==> config.mk <==
export PLATFORM = sky130hd
export DESIGN_NAME = graph_line_draw_flat
export DESIGN_NICKNAME = d
export VERILOG_FILES = /design/src/rtl/graph_line_draw_if.sv /design/src/rtl/graph_line_draw.sv /design/src/flat_wrapper.sv
export SDC_FILE = /design/constraint.sdc
export NUM_CORES = 1
export LEC_CHECK = 0
export BUFFER_PORTS_ARGS = -buffer_cell sky130_fd_sc_hd__clkbuf_2
export CORE_AREA = 2 2 135 150
export CTS_CLUSTER_SIZE = 10
export DETAILED_ROUTE_END_ITERATION = 10
export DIE_AREA = 0 0 137 152
export GPL_ROUTABILITY_DRIVEN = 0
export SYNTH_ARGS = -nofsm -noshare
export SYNTH_HDL_FRONTEND = slang
export SYNTH_SLANG_ARGS = --single-unit
==> constraint.sdc <==
create_clock -name clk -period 6 [get_ports clk]
set_input_delay 1.2 -clock clk [delete_from_list [all_inputs] [get_ports clk]]
set_output_delay 1.2 -clock clk [all_outputs]
set_load 0.01 [all_outputs]
==> src/rtl/graph_line_draw_if.sv <==
// Command/pixel bus between the line/clear engine, its command source and the framebuffer port.
// Latency: none, plain wires grouped for port convenience.
// Backpressure: grant_i from the video timing block gates framebuffer writes.
interface graph_line_draw_if;
  // command side
  logic       start_i;
  logic       cmd_i;
  logic [8:0] x0_i;
  logic [8:0] x1_i;
  logic [7:0] y0_i;
  logic [7:0] y1_i;
  logic [3:0] color_i;
  // framebuffer side
  logic       grant_i;
  logic       busy_o;
  logic       done_o;
  logic       fb_we_o;
  logic [9:0] fb_xloc_o;
  logic [8:0] fb_yloc_o;
  logic [3:0] fb_pal_o;

  // driver of commands and grant (command source plus video timing)
  modport master (
    output start_i, cmd_i, x0_i, x1_i, y0_i, y1_i, color_i, grant_i,
    input  busy_o, done_o, fb_we_o, fb_xloc_o, fb_yloc_o, fb_pal_o
  );

  // the drawing engine itself
  modport slave (
    input  start_i, cmd_i, x0_i, x1_i, y0_i, y1_i, color_i, grant_i,
    output busy_o, done_o, fb_we_o, fb_xloc_o, fb_yloc_o, fb_pal_o
  );
endinterface

==> src/rtl/graph_line_draw.sv <==
// Rasterises a Bresenham line or clears the 320x240 plane into the 640x480 framebuffer write port.
// Latency: first pixel presented the cycle after start; done_o pulses the cycle after the last write.
// Backpressure: a pixel is written only when grant_i=1; with grant_i=0 the current pixel is held.
module graph_line_draw #(
  parameter int XMAX = 319,
  parameter int YMAX = 239
) (
  input logic          clk,
  input logic          rst_n,
  graph_line_draw_if.slave bus
);

  localparam logic [1:0] S_IDLE  = 2'd0;
  localparam logic [1:0] S_LINE  = 2'd1;
  localparam logic [1:0] S_CLEAR = 2'd2;
  localparam logic [1:0] S_DONE  = 2'd3;

  localparam logic [8:0] XLIM = XMAX[8:0];
  localparam logic [7:0] YLIM = YMAX[7:0];

  logic [1:0]         state;
  logic [8:0]         x;
  logic [7:0]         y;
  logic [8:0]         x_end;
  logic [7:0]         y_end;
  logic signed [10:0] dx;
  logic signed [10:0] dy;
  logic signed [10:0] err;
  logic               sx_neg;
  logic               sy_neg;
  logic [3:0]         color;

  logic [8:0]         x0_c;
  logic [8:0]         x1_c;
  logic [7:0]         y0_c;
  logic [7:0]         y1_c;
  logic               sx_neg_init;
  logic               sy_neg_init;
  logic signed [10:0] dx_init;
  logic signed [10:0] dy_init;

  logic signed [10:0] e2;
  logic               step_x;
  logic               step_y;
  logic signed [10:0] err_nxt;
  logic               line_last;
  logic               clear_last;
  logic               busy;
  logic               accept;

  // Clamp endpoints into the 320x240 plane and derive the line setup terms.
  always_comb begin
    x0_c        = (bus.x0_i > XLIM) ? XLIM : bus.x0_i;
    x1_c        = (bus.x1_i > XLIM) ? XLIM : bus.x1_i;
    y0_c        = (bus.y0_i > YLIM) ? YLIM : bus.y0_i;
    y1_c        = (bus.y1_i > YLIM) ? YLIM : bus.y1_i;
    sx_neg_init = (x1_c < x0_c);
    sy_neg_init = (y1_c < y0_c);
    dx_init     = sx_neg_init ? $signed({2'b00, x0_c - x1_c})
                              : $signed({2'b00, x1_c - x0_c});
    dy_init     = sy_neg_init ? -$signed({3'b000, y0_c - y1_c})
                              : -$signed({3'b000, y1_c - y0_c});
  end

  // Bresenham step decision; both tests look at the error before this step's update.
  always_comb begin
    e2      = err <<< 1;
    step_x  = (e2 >= dy);
    step_y  = (e2 <= dx);
    err_nxt = err + (step_x ? dy : 11'sd0) + (step_y ? dx : 11'sd0);
  end

  assign line_last  = (x == x_end) && (y == y_end);
  assign clear_last = (x == XLIM) && (y == YLIM);
  assign busy       = (state == S_LINE) || (state == S_CLEAR);
  assign accept     = bus.start_i && ((state == S_IDLE) || (state == S_DONE));

  // Command sequencing: a new command is taken from IDLE or straight out of DONE.
  always_ff @(posedge clk or negedge rst_n) begin
    if (!rst_n) begin
      state <= S_IDLE;
    end else begin
      case (state)
        S_IDLE, S_DONE: begin
          if (bus.start_i) state <= bus.cmd_i ? S_CLEAR : S_LINE;
          else             state <= S_IDLE;
        end
        S_LINE: begin
          if (bus.grant_i && line_last) state <= S_DONE;
        end
        S_CLEAR: begin
          if (bus.grant_i && clear_last) state <= S_DONE;
        end
        default: state <= S_IDLE;
      endcase
    end
  end

  // Pixel position and error term: loaded at capture, advanced only on granted cycles.
  always_ff @(posedge clk or negedge rst_n) begin
    if (!rst_n) begin
      x      <= '0;
      y      <= '0;
      x_end  <= '0;
      y_end  <= '0;
      dx     <= '0;
      dy     <= '0;
      err    <= '0;
      sx_neg <= 1'b0;
      sy_neg <= 1'b0;
      color  <= '0;
    end else if (accept) begin
      color <= bus.color_i;
      if (bus.cmd_i) begin
        x <= '0;
        y <= '0;
      end else begin
        x      <= x0_c;
        y      <= y0_c;
        x_end  <= x1_c;
        y_end  <= y1_c;
        dx     <= dx_init;
        dy     <= dy_init;
        err    <= dx_init + dy_init;
        sx_neg <= sx_neg_init;
        sy_neg <= sy_neg_init;
      end
    end else if ((state == S_LINE) && bus.grant_i && !line_last) begin
      if (step_x) x <= sx_neg ? (x - 9'd1) : (x + 9'd1);
      if (step_y) y <= sy_neg ? (y - 8'd1) : (y + 8'd1);
      err <= err_nxt;
    end else if ((state == S_CLEAR) && bus.grant_i && !clear_last) begin
      if (x == XLIM) begin
        x <= '0;
        y <= y + 8'd1;
      end else begin
        x <= x + 9'd1;
      end
    end
  end

  // Framebuffer coordinates are the registered plane position doubled.
  assign bus.fb_xloc_o = {x, 1'b0};
  assign bus.fb_yloc_o = {y, 1'b0};
  assign bus.fb_pal_o  = color;
  assign bus.fb_we_o   = busy & bus.grant_i;
  assign bus.busy_o    = busy;
  assign bus.done_o    = (state == S_DONE);

endmodule

==> src/flat_wrapper.sv <==
// flat-port wrapper written by rule: the top's interface ports become plain ports
module graph_line_draw_flat 
#(
  parameter int XMAX = 319,
  parameter int YMAX = 239
)
  (clk, rst_n, bus_start_i, bus_cmd_i, bus_x0_i, bus_x1_i, bus_y0_i, bus_y1_i, bus_color_i, bus_grant_i, bus_busy_o, bus_done_o, bus_fb_we_o, bus_fb_xloc_o, bus_fb_yloc_o, bus_fb_pal_o);
  graph_line_draw_if bus_i ();
  input logic clk;
  input logic rst_n;
  input wire logic [$bits(bus_i.start_i)-1:0] bus_start_i;
  input wire logic [$bits(bus_i.cmd_i)-1:0] bus_cmd_i;
  input wire logic [$bits(bus_i.x0_i)-1:0] bus_x0_i;
  input wire logic [$bits(bus_i.x1_i)-1:0] bus_x1_i;
  input wire logic [$bits(bus_i.y0_i)-1:0] bus_y0_i;
  input wire logic [$bits(bus_i.y1_i)-1:0] bus_y1_i;
  input wire logic [$bits(bus_i.color_i)-1:0] bus_color_i;
  input wire logic [$bits(bus_i.grant_i)-1:0] bus_grant_i;
  output wire logic [$bits(bus_i.busy_o)-1:0] bus_busy_o;
  output wire logic [$bits(bus_i.done_o)-1:0] bus_done_o;
  output wire logic [$bits(bus_i.fb_we_o)-1:0] bus_fb_we_o;
  output wire logic [$bits(bus_i.fb_xloc_o)-1:0] bus_fb_xloc_o;
  output wire logic [$bits(bus_i.fb_yloc_o)-1:0] bus_fb_yloc_o;
  output wire logic [$bits(bus_i.fb_pal_o)-1:0] bus_fb_pal_o;
  assign bus_i.start_i = bus_start_i;
  assign bus_i.cmd_i = bus_cmd_i;
  assign bus_i.x0_i = bus_x0_i;
  assign bus_i.x1_i = bus_x1_i;
  assign bus_i.y0_i = bus_y0_i;
  assign bus_i.y1_i = bus_y1_i;
  assign bus_i.color_i = bus_color_i;
  assign bus_i.grant_i = bus_grant_i;
  assign bus_busy_o = bus_i.busy_o;
  assign bus_done_o = bus_i.done_o;
  assign bus_fb_we_o = bus_i.fb_we_o;
  assign bus_fb_xloc_o = bus_i.fb_xloc_o;
  assign bus_fb_yloc_o = bus_i.fb_yloc_o;
  assign bus_fb_pal_o = bus_i.fb_pal_o;
  graph_line_draw #(.XMAX(XMAX), .YMAX(YMAX)) u_core (.clk(clk), .rst_n(rst_n), .bus(bus_i));
endmodule
==> summary.md <==
| Metric | Value |
|---|---|
| Internal Power | 2.48 mW |
| Htree depth | 3 |
| Cells after Synth | 924 |
| Number of routed nets with antenna violations | 0 |
| R2R depth | 18 |
| CTS resizes | 0 |
| Startpoint types | input pin |
| Die X | around 140 µm |
| Gr usage total | 0.217 |
| Routed WL | 21.7 mm |
| Net Switching | 2.41 mW |
| Largest buffer count on any clock path | 2 |
| CTS tree | built |
| Synth top area share | 0.238 |
| Hold Crit Endpoint | u_core.bus.fb_pal_o[1]$_DFFE_PN0P_ |
| WP data required | 6.29 ns |
| Pwr dens | 578 nW/µm² |
| Die area | around 21000 µm² |
| CTS Buf Count | 9 |
| Count leader, synth | inv_1 |
| Max FO, Critical Path | 9 |
| Yosys warns | 0 |
| Grt total ovfl | 0 |
| Detailed Route Iter0 Violations | 364 |
| Initial core utilization | 0.389 |
| Synth area leaders | dfrtp_1 (24%), ha_1 (12%), inv_1 (5.3%) |
| Synth unique cells | 94 |
| HP Start | u_core.bus.fb_pal_o[1]$_DFFE_PN0P_ |
| Synthesized flop and latch total | 72 |
| Max Clock Skew | 0.00790 ns |
| Synth cell count leaders | inv_1 (107), nand2_1 (104), ha_1 (74) |
| Setup repair after global routing missed its margin | false |
| Mapped Area | 7570 µm² |
| Hold Path Stages | 2 |
| Max-Cap Viols | 0 |
| Hold Path Class | reg -> reg |
| Drt pass-1 iters | 5 |
| Comb pwr share | 0.671 |
| I/O pins | 69 |
| Top FF cell, synth | dfrtp_1 |
| Critical Path End Type | flop |
| Vias per cell | about 5.6 |
| Fillers | 2002 |
| CP arrival | ~5.8 ns |
| Critical R2R Launch | u_core.err[8]$_DFFE_PN0P_ |
| Largest net degree at the start of global routing | 73 |
| Rel. slew slack | 0.241 |
| Seq/Total Area, Yosys | 0.238 |
| Wire length on met2 | 10.8 mm |
| Final min period | 5.53 ns |
| Ys async rst share | 1.00 |
| Buffers on Ports | 66 |
| Clk pin slew, worst setup/hold paths | 0.05 ns |
| DR top layer | met4 |
| Final hold violations | 0 |
| Clk root buf | clkbuf_16 |
| Row Count | 54 |
| Postcts setup bufs | 0 |
| Met3 routed WL | 576 µm |
| Fraction of layout cells with a size suffix above 1 | 0.141 |
| Antenna Cells | 0 |
| Nets | 1104 |
| Power Total | 4.89 mW |
| Initial antenna violation count | 0 |
| Worst reg2reg endpoint | u_core.err[9]$_DFFE_PN0P_ |
| CTS Hold Buffers Added | 0 |
| Vias in the first global route | 6689 |
| Clk sinks | 72 |
| Routed vias | 6844 |
| Status | complete, no violations |
| WL/cell | around 18 µm |
| Final TNS setup | 0 ns |
| Switching share of power | 0.493 |
| Post-synth EDFFs | 0 |
| Core area | 19500 µm² |
| Reg power frac | 0.210 |
| Kind of critical path | in -> reg |
| Slew Limit Fails | 0 |
| Die height | 152 µm |
| Area Growth Syn to Fin | 11.6% |
| Pin slew with the least headroom to its limit | 1.14 ns |
| Largest area contributor in the netlist | dfrtp_1 |
| WL met1 | between 9 and 10 mm |
| Drt drc | 0 |
| Pleak | between 4 and 5 nW |
| First-pass GRT wire length | 35.6 mm |
| Clock Power Share | 0.119 |
| Final setup viols | 0 |
| Flop-to-flop setup slack | 0.76 ns |
| Share of the clock period used by the worst path | 0.922 |
| Maximum VDD drop | around 0.00028 V |
| DP HPWL | 16.9 mm |
| Maximum clock frequency | 181 MHz |
| Syn_area_per_cell | 8.20 µm² |
| Clk_lat worst skew | 0.35 ns |
[logic make-up (layout without fill, tap and decap cells)]
| group | count (synthesis) | count (layout) | share of synthesized area |
|---|---|---|---|
| flip-flops | 72 | 72 | 0.238 |
| AND/OR/NAND/NOR | 286 | 286 | 0.185 |
| adder cells (fa/ha/maj) | 88 | 88 | 0.159 |
| XOR/XNOR | 60 | 60 | 0.0723 |
| multiplexers | 24 | 24 | 0.0340 |
| buffers and inverters | 152 | 204 | 0.0795 |
| other | 1 | 2 | 0.000495 |
| AO/OA/AOI/OAI | 241 | 241 | 0.231 |
[per-stage QoR]
step                      hold WS, ns  worst slack [ns]  utilization  std cells  instance area (µm²)
after global placement          0.462             0.314        0.419       1214                 8150
after global routing            0.503             0.192        0.435       1229                 8460
after floorplan                 0.449             0.761            -        925                 7580
final                           0.470             0.469        0.435       1229                 8460
after detailed placement        0.462             0.127        0.419       1214                 8150
after CTS                       0.476             0.475        0.435       1229                 8460
[layout by cell type, fill, tap and decap left out, types with 13 or more instances in the layout]
| cell type | instances |
|---|---|
| o21ai_0 | 52 |
| nor2_1 | 61 |
| clkbuf_2 | 65 |
| mux2i_1 | 13 |
| dfrtp_1 | 72 |
| inv_1 | 107 |
| a21o_1 | 15 |
| xor2_1 | 31 |
| nand3_1 | 24 |
| xnor2_1 | 27 |
| buf_4 | 16 |
| fa_1 | 14 |
| nand2_1 | 104 |
| a21oi_1 | 45 |
| ha_1 | 74 |
[metal layers]
layer  GRT usage  up-vias
li1            -     3353
met1       0.286     3328
met2       0.364      133
met3      0.0257       30
met4      0.0746        0
met5           0        -
[registers in the layout, summed over array words and instances (netlist names)]
name / flops
u_core.y: 8
u_core.dx: 9
u_core.y_end: 8
u_core.dy: 11
u_core.x_end: 9
u_core.err: 10
u_core.state: 2
u_core.bus.fb_pal_o: 4
u_core.x: 9
u_core.sx_neg: 1
u_core.sy_neg: 1
[worst max-delay path, cell delays in order]
cell and delay, ns:
clkbuf_2 0.11, inv_1 0.12, nor2_1 0.06, buf_4 0.15, nor2_1 0.18, inv_1 0.07, ha_1 0.40, and3_4 0.22
and4_1 0.23, o21a_4 0.14, nor2_4 0.29, mux2_4 0.35, a311oi_2 0.38, xnor2_1 0.20, ha_1 0.33, nand3_1 0.11
o211ai_1 0.11, o41ai_1 0.38, nand3b_1 0.19, nand2_1 0.08, a21boi_0 0.16, a32oi_1 0.20, o211a_1 0.16
[area by class of cell]
class / count / area [µm²] / share of cell area
Clock buffer: 11 / 233 / 0.0275
Clock inverter: 4 / 70.1 / 0.00829
Inverter: 108 / 405 / 0.0479
Multi-Input combinational cell: 701 / 5180 / 0.613
Sequential cell: 72 / 1800 / 0.213
Tap cell: 252 / 315 / 0.0373
Timing Repair Buffer: 81 / 445 / 0.0527
[worst max-delay path by stage]
stage | startpoint | endpoint | cells past startpoint | slack, ns
2_1_floorplan | bus_y0_i[7] | u_core.err[9]$_DFFE_PN0P_ | 21 | 0.76
3_3_place_gp | bus_x0_i[8] | u_core.err[9]$_DFFE_PN0P_ | 23 | 0.31
3_5_place_dp | bus_x0_i[8] | u_core.err[9]$_DFFE_PN0P_ | 23 | 0.13
4_1_cts | bus_x0_i[8] | u_core.err[9]$_DFFE_PN0P_ | 23 | 0.48
5_1_grt | bus_x0_i[8] | u_core.err[9]$_DFFE_PN0P_ | 23 | 0.19
6_report | bus_x0_i[8] | u_core.err[9]$_DFFE_PN0P_ | 23 | 0.47
[power groups by stage]
stage / Combinational, mW / Clock, mW / Sequential (mW)
2_1_floorplan: 2.49 / 0 / 0.914
3_3_place_gp: 3.21 / 0 / 1.03
3_5_place_dp: 3.25 / 0 / 1.03
4_1_cts: 3.28 / 0.589 / 1.02
5_1_grt: 3.73 / 0.610 / 1.06
6_report: 3.28 / 0.583 / 1.03
(Power assumes the default switching activity.)
